### src/rtl/tilelink_host_pkg.sv
// Shared TileLink-UL types for bus masters and responders.
//   tilelink_a    : A-channel beat (host -> responder)
//   tilelink_d    : D-channel beat (responder -> host)
//   TL_* opcodes  : A-channel and D-channel opcode encodings
//   host_state_e  : tilelink_host control states
package tilelink_host_pkg;

  localparam logic [2:0] TL_PUT_FULL    = 3'd0;
  localparam logic [2:0] TL_PUT_PARTIAL = 3'd1;
  localparam logic [2:0] TL_GET         = 3'd4;
  localparam logic [2:0] TL_ACK         = 3'd0;
  localparam logic [2:0] TL_ACK_DATA    = 3'd1;

  typedef struct packed {
    logic        a_valid;
    logic        a_ready;
    logic [2:0]  a_opcode;
    logic [2:0]  a_param;
    logic [1:0]  a_size;
    logic [7:0]  a_source;
    logic [31:0] a_address;
    logic [3:0]  a_mask;
    logic [31:0] a_data;
  } tilelink_a;

  typedef struct packed {
    logic        d_valid;
    logic [2:0]  d_opcode;
    logic [7:0]  d_source;
    logic        d_error;
    logic [31:0] d_data;
  } tilelink_d;

  typedef enum logic [1:0] {
    IDLE   = 2'd0,
    SEND_A = 2'd1,
    WAIT_D = 2'd2,
    RESP   = 2'd3
  } host_state_e;

endpackage

### src/rtl/tilelink_host_lane_align.sv
// Combinational byte-lane helper for 32-bit TileLink masters.
//   addr[1:0], size : access offset and log2 byte count (3 is illegal)
//   wdata           : right-aligned store data
//   rdata_raw       : full-width D-channel data
//   mask            : A-channel byte mask
//   wdata_placed    : store data shifted onto its byte lanes
//   rdata           : load data shifted down and zero-extended to size
//   misaligned      : access does not fit its natural alignment
module tl_lane_align (
  input  logic [1:0]  addr,
  input  logic [1:0]  size,
  input  logic [31:0] wdata,
  input  logic [31:0] rdata_raw,
  output logic [3:0]  mask,
  output logic [31:0] wdata_placed,
  output logic [31:0] rdata,
  output logic        misaligned
);

  logic [31:0] shifted;

  // NOTE: every always_comb output gets a default first so no path infers a latch.
  always_comb begin
    mask         = 4'h0;
    misaligned   = 1'b0;
    rdata        = '0;
    wdata_placed = wdata << {addr, 3'b000};
    shifted      = rdata_raw >> {addr, 3'b000};
    case (size)
      2'd0: begin
        mask  = 4'b0001 << addr;
        rdata = {24'h0, shifted[7:0]};
      end
      2'd1: begin
        mask       = 4'b0011 << {addr[1], 1'b0};
        rdata      = {16'h0, shifted[15:0]};
        misaligned = addr[0];
      end
      2'd2: begin
        mask       = 4'hF;
        rdata      = shifted;
        misaligned = (addr != 2'd0);
      end
      default: misaligned = 1'b1;
    endcase
  end

endmodule

### src/rtl/tilelink_host.sv
// Single-outstanding TileLink-UL initiator.
//   clock, reset        : clock and synchronous active-high reset
//   req_*               : CPU-side load/store request (valid/ready)
//   rsp_*               : one-cycle response pulse with data and error
//   tla, tl_a_ready     : A-channel beat out and responder ready in
//   tld, tl_d_ready     : D-channel beat in and host ready out
module tilelink_host
  import tilelink_host_pkg::*;
#(
  parameter logic [7:0] SOURCE_ID = 8'd0,
  parameter int         TIMEOUT   = 255
) (
  input  logic        clock,
  input  logic        reset,
  input  logic        req_valid,
  output logic        req_ready,
  input  logic        req_write,
  input  logic [31:0] req_addr,
  input  logic [1:0]  req_size,
  input  logic [31:0] req_wdata,
  output logic        rsp_valid,
  output logic [31:0] rsp_rdata,
  output logic        rsp_error,
  output tilelink_a   tla,
  input  logic        tl_a_ready,
  input  tilelink_d   tld,
  output logic        tl_d_ready
);

  // Timeout fires on the TIMEOUT-th WAIT_D cycle (counter starts at 0).
  localparam logic [7:0] TIMEOUT_LAST = 8'(TIMEOUT - 1);

  host_state_e state, state_next;

  logic [2:0]  opcode_q;
  logic [31:0] addr_q;
  logic [1:0]  size_q;
  logic [3:0]  mask_q;
  logic [31:0] data_q;
  logic [7:0]  source_q;
  logic [7:0]  cnt_q;
  logic [31:0] rdata_q;
  logic        error_q;
  logic        hold_q;   // misaligned reject: spend one silent cycle in RESP

  logic [1:0]  lane_addr, lane_size;
  logic [3:0]  lane_mask;
  logic [31:0] lane_wdata, lane_rdata;
  logic        lane_misaligned;

  // The aligner sees the live request in IDLE and the latched one afterwards.
  assign lane_addr = (state == IDLE) ? req_addr[1:0] : addr_q[1:0];
  assign lane_size = (state == IDLE) ? req_size      : size_q;

  tl_lane_align u_align (
    .addr         (lane_addr),
    .size         (lane_size),
    .wdata        (req_wdata),
    .rdata_raw    (tld.d_data),
    .mask         (lane_mask),
    .wdata_placed (lane_wdata),
    .rdata        (lane_rdata),
    .misaligned   (lane_misaligned)
  );

  logic is_load, d_match, d_bad, timed_out;
  assign is_load   = (opcode_q == TL_GET);
  assign d_match   = (state == WAIT_D) && tld.d_valid && (tld.d_source == SOURCE_ID);
  assign d_bad     = tld.d_error || (tld.d_opcode != (is_load ? TL_ACK_DATA : TL_ACK));
  assign timed_out = (state == WAIT_D) && (cnt_q == TIMEOUT_LAST);

  // NOTE: sequential state uses non-blocking assignments so every register samples pre-edge values.
  always_ff @(posedge clock) begin
    if (reset) state <= IDLE;
    else       state <= state_next;
  end

  always_comb begin
    state_next = state;
    case (state)
      IDLE:    if (req_valid) state_next = lane_misaligned ? RESP : SEND_A;
      SEND_A:  if (tl_a_ready) state_next = WAIT_D;
      WAIT_D:  if (d_match || timed_out) state_next = RESP;
      RESP:    state_next = hold_q ? RESP : IDLE;
      default: state_next = IDLE;
    endcase
  end

  always_ff @(posedge clock) begin
    if (reset) begin
      opcode_q <= '0;
      addr_q   <= '0;
      size_q   <= '0;
      mask_q   <= '0;
      data_q   <= '0;
      source_q <= '0;
      cnt_q    <= '0;
      rdata_q  <= '0;
      error_q  <= 1'b0;
      hold_q   <= 1'b0;
    end else begin
      hold_q <= 1'b0;
      case (state)
        IDLE: if (req_valid) begin
          opcode_q <= !req_write        ? TL_GET :
                      (req_size == 2'd2) ? TL_PUT_FULL : TL_PUT_PARTIAL;
          addr_q   <= req_addr;
          size_q   <= req_size;
          mask_q   <= lane_mask;
          data_q   <= lane_wdata;
          source_q <= SOURCE_ID;
          rdata_q  <= '0;
          error_q  <= lane_misaligned;
          hold_q   <= lane_misaligned;
        end
        SEND_A: if (tl_a_ready) cnt_q <= '0;
        WAIT_D: begin
          cnt_q <= cnt_q + 8'd1;
          if (d_match) begin
            error_q <= d_bad;
            rdata_q <= (is_load && !d_bad) ? lane_rdata : '0;
          end else if (timed_out) begin
            error_q <= 1'b1;
            rdata_q <= '0;
          end
        end
        default: ;
      endcase
    end
  end

  always_comb begin
    req_ready      = (state == IDLE);
    tl_d_ready     = (state == IDLE) || (state == WAIT_D);
    rsp_valid      = (state == RESP) && !hold_q;
    rsp_rdata      = rsp_valid ? rdata_q : '0;
    rsp_error      = rsp_valid && error_q;
    tla            = '0;
    tla.a_valid    = (state == SEND_A);
    tla.a_opcode   = opcode_q;
    tla.a_size     = size_q;
    tla.a_source   = source_q;
    tla.a_address  = addr_q;
    tla.a_mask     = mask_q;
    tla.a_data     = data_q;
  end

endmodule

### config.mk
export PLATFORM = sky130hd
export DESIGN_NAME = tilelink_host
export DESIGN_NICKNAME = d
export VERILOG_FILES = /design/src/rtl/tilelink_host_pkg.sv /design/src/rtl/tilelink_host_lane_align.sv /design/src/rtl/tilelink_host.sv
export SDC_FILE = /design/constraint.sdc
export NUM_CORES = 1
export LEC_CHECK = 0
export CELL_PAD_IN_SITES_DETAIL_PLACEMENT = 2
export CELL_PAD_IN_SITES_GLOBAL_PLACEMENT = 2
export CORE_MARGIN = 4
export CORE_UTILIZATION = 24
export DETAILED_ROUTE_END_ITERATION = 12
export PLACE_DENSITY_LB_ADDON = 0.2
export RECOVER_POWER = 50
export SLEW_MARGIN = 20
export SYNTH_ARGS = -nofsm -noshare
export SYNTH_HDL_FRONTEND = slang
export SYNTH_SLANG_ARGS = --single-unit
### constraint.sdc
create_clock -name clock -period 2.2 [get_ports clock]
set_input_delay 0.33 -clock clock [delete_from_list [all_inputs] [get_ports clock]]
set_output_delay 0.33 -clock clock [all_outputs]
set_load 0.05 [all_outputs]
==> results of run 1 <==
## synth_stat cells, types with 2 or more instances
cell type | count | area (um2)
dfxtp_1 | 116 | 2320
nand2_1 | 97 | 364
a21oi_1 | 63 | 315
nor2_1 | 41 | 154
and2_1 | 34 | 213
clkbuf_1 | 34 | 128
mux2i_1 | 33 | 330
o21ai_0 | 27 | 135
o2bb2ai_1 | 17 | 149
a22o_1 | 16 | 140
mux2_2 | 16 | 180
o211ai_1 | 16 | 120
buf_4 | 14 | 105
nand3_1 | 13 | 65.1
a22oi_1 | 12 | 90.1
inv_1 | 11 | 41.3
buf_2 | 9 | 45.0
a221oi_1 | 8 | 70.1
a2bb2oi_1 | 8 | 70.1
o21a_1 | 6 | 45.0
nand2b_1 | 4 | 25.0
nor4_1 | 4 | 25.0
or4_1 | 4 | 30.0
a311oi_1 | 3 | 26.3
a31oi_1 | 3 | 18.8
a211oi_1 | 2 | 15.0
ha_1 | 2 | 25.0
nand3b_1 | 2 | 15.0
nand4_1 | 2 | 12.5
nor2b_1 | 2 | 12.5
nor3_1 | 2 | 10.0
nor3b_1 | 2 | 15.0
## final timing paths
| path | end | depth (start not counted) |
|---|---|---|
| worst max register to register | rdata_q[26] | 7 |
| worst min-delay path | hold_q | 2 |
| worst min register to register | data_q[7] | 2 |
| worst max-delay path | rsp_rdata[26] | 6 |
## worst reg2reg max path: stages (launching register included)
cell and delay, ns:
dfxtp_2 0.33, buf_12 0.15, nand2b_4 0.15, or4_1 0.47, or4_4 0.44, nor3_4 0.20
buf_12 0.16, a22o_1 0.13
## timing repair
action / in CTS / in global routing
pin swaps: 0 / 1
resized for setup: 5 / 7
cloned: 0 / 1
endpoints found under the setup margin: 64 / 16
## flip-flops by register name, indices dropped and copies added (netlist names)
signal	flops
addr_q	32
hold_q	1
rdata_q	32
cnt_q	8
size_q	2
opcode_q	2
error_q	1
mask_q	4
data_q	32
state	2
## power groups by stage
stage	Combinational [mW]	Clock (mW)	Sequential, mW
finish	5.07	2.84	2.63
global route	5.44	3.00	2.67
CTS	5.10	2.92	2.64
detailed placement	5.04	0	2.67
global placement	4.88	0	2.65
floorplan	2.06	0	3.59
## final cells by class
| cell class | count | area share, % |
|---|---|---|
| repair buffers | 275 | 32.9 |
| well taps | 285 | 3.79 |
| flip-flops and latches | 116 | 24.7 |
| clock buffers | 17 | 4.53 |
| inverters | 11 | 0.439 |
| multi-input cells | 472 | 31.8 |
| clock inverters | 15 | 1.82 |
## per-layer routing
metal  vias up  wire length [um]  global-route usage (%)
li1       2768                 -                       -
met1      2922             10500                    22.6
met2       153             12900                    34.4
met3        19              1240                    4.54
met4         0               297                    4.26
met5         -                 0                       0
## logic make-up (layout without fill, tap and decap cells)
kind of cell / Yosys count / in the layout / synth area share [%]
multiplexers: 49 / 49 / 9.24
adder cells (fa/ha/maj): 2 / 2 / 0.453
AND/OR/NAND/NOR: 217 / 217 / 18.9
AO/OA/AOI/OAI: 189 / 189 / 23.0
buffers and inverters: 69 / 318 / 5.98
other: 1 / 13 / 0.0679
XOR/XNOR: 2 / 2 / 0.317
flip-flops: 116 / 116 / 42.0
## cells in the final DEF, fill, tap and decap left out, drive strengths merged, types with 6 or more instances in the layout
cell type	count
a21oi	63
a221oi	8
a22o	16
a22oi	12
a2bb2oi	8
and2	34
buf	87
clkbuf	19
clkdlybuf4s50	186
clkinv	6
conb	13
dfxtp	116
inv	17
mux2	16
mux2i	33
nand2	97
nand3	13
nor2	42
o211ai	16
o21a	7
o21ai	27
o2bb2ai	17
==> flow_summary.toml, run 1 <==
[sta]
hold_viol = 0
tightest_slew_ns = 0.859
fin_crit_ns = 2.17
finClkSkew_ns = 0.0133
max_freq_ghz = 0.461
fin_ws_ns = 0.0325
fin_crit_sh_pct = 98.5
finalSetupViolations = 0
drv_slew = 0
slew_headroom_pct = 42.7
rsz0062_at_grt = "yes"
fin_hold_ws_ns = 0.234
finalSetupTns_ns = 0

[power]
p_total_mw = 10.5
ir_worst_vdd_v = 0.000489
p_leak_nw = 3.63
swShare_pct = 42.4
internal_power_mw = 6.07
p_per_area_mw_per_mm2 = 1120
clockPowerShare_pct = 26.9
p_seq_share_pct = 25.0
power_switching_mw = 4.48
pwr-share-comb_pct = 48.1

[cells_and_area]
regArea_mm2 = 0.00232
antenna_cells = 0
instances_no_fill = 1191
layout-drive-gt1-share_pct = 17.5
syn2layout_area_growth_pct = 70.2
final_area_mm2 = 0.00940
multi_input_area_mm2 = 0.00299
nets = 1011
fillers = 2435
finish.utilization_pct = 41.5

[global_routing]
grt_remaining_overflow = 0
grt_max_degree = 73
grt_pass1_wl_mm = 38.4
grt.total_usage_pct = 18.9
grt_antenna_before_repair = 0
grt_pass1_vias = 6586

[placed_design]
dpl.cell_count = 1158
hpwl_mm = 18.5
port_buffers = 224
postPlaceCellArea_mm2 = 0.00872
gp_congestion = 0.809
post-place-ws_ns = -0.498

[critical_path]
reg2reg_from = "state[0]"
cp_common_cell = "buf_12"
cp-end-kind = "output pin"
critPathArrivalTime_ns = 1.84
rrSetupSlack_ns = 0.11
worstPathRequired_ns = 1.87
crit_path_cell_trace = "buf_12 -> nand2_1 -> nor2_4 -> clkbuf_16 -> and2_1 -> buf_12"
slowest_stage = "dfxtp_2"
start_kind = "flip-flop"
startpoint = "state[1]"
cp_num_buf_inv = 3
path_class = "reg -> out"
crit_fanout = 17
critical_path.top_delay_family = "buffers and inverters"
slowest_delay_ns = 0.36

[clock_tree]
clk_latency_ns = 0.42
cts_max_path_buffers = 2
clkTransAtPathRegs_ns = 0.06
htreeDepth = 4
cts_root_buf = "clkbuf_16"
ctsHoldBuffers = 0
cts.sinks = 116
postCtsSetupBuffers = 0
cts_made_buffers = 17
cts_tree = "built"

[yosys]
synthDistinctLibCells = 54
seq_area_frac_synth_pct = 42.0
ys_warn_count = 0
ys_async_sr_fraction_pct = 0
ys.flop_type = "dfxtp_1"
synth_seq_cells = 116
synth-edff-count = 0
syn_inst = 645
avgSynthCellArea_um2 = 8.56
syn_area_mm2 = 0.00552

[min_path]
hp-class = "in -> reg"
min-delay-start = "reset"

[routing]
wl_per_cell_um = 20.9
drtIter0Drc = 209
finalWirelength_mm = 24.9
first_pass_iters = 5
ant_nets = 0
drc = 0
viasPerCell = 4.92
num_vias = 5862

[floorplan]
ios = 238
core_area_mm2 = 0.0226
initial_utilization_pct = 24.4
core.rowCount = 55
die-width_um = 160
dieArea_mm2 = 0.0255
die_h_um = 160

[flow_run]
cap_violations = 0

[run_status]
outcome = "complete, no violations"
Note: power is estimated with default switching activity, not from simulation.
==> run 2: changes to the inputs <==
--- a/config.mk
+++ b/config.mk
@@ -9,6 +9,7 @@
 export CELL_PAD_IN_SITES_GLOBAL_PLACEMENT = 2
 export CORE_MARGIN = 4
 export CORE_UTILIZATION = 24
+export CTS_CLUSTER_SIZE = 30
 export DETAILED_ROUTE_END_ITERATION = 12
 export PLACE_DENSITY_LB_ADDON = 0.2
 export RECOVER_POWER = 50
==> results of run 2 <==
Same layout as run 1: the final DEF is identical, and so are final timing and power.
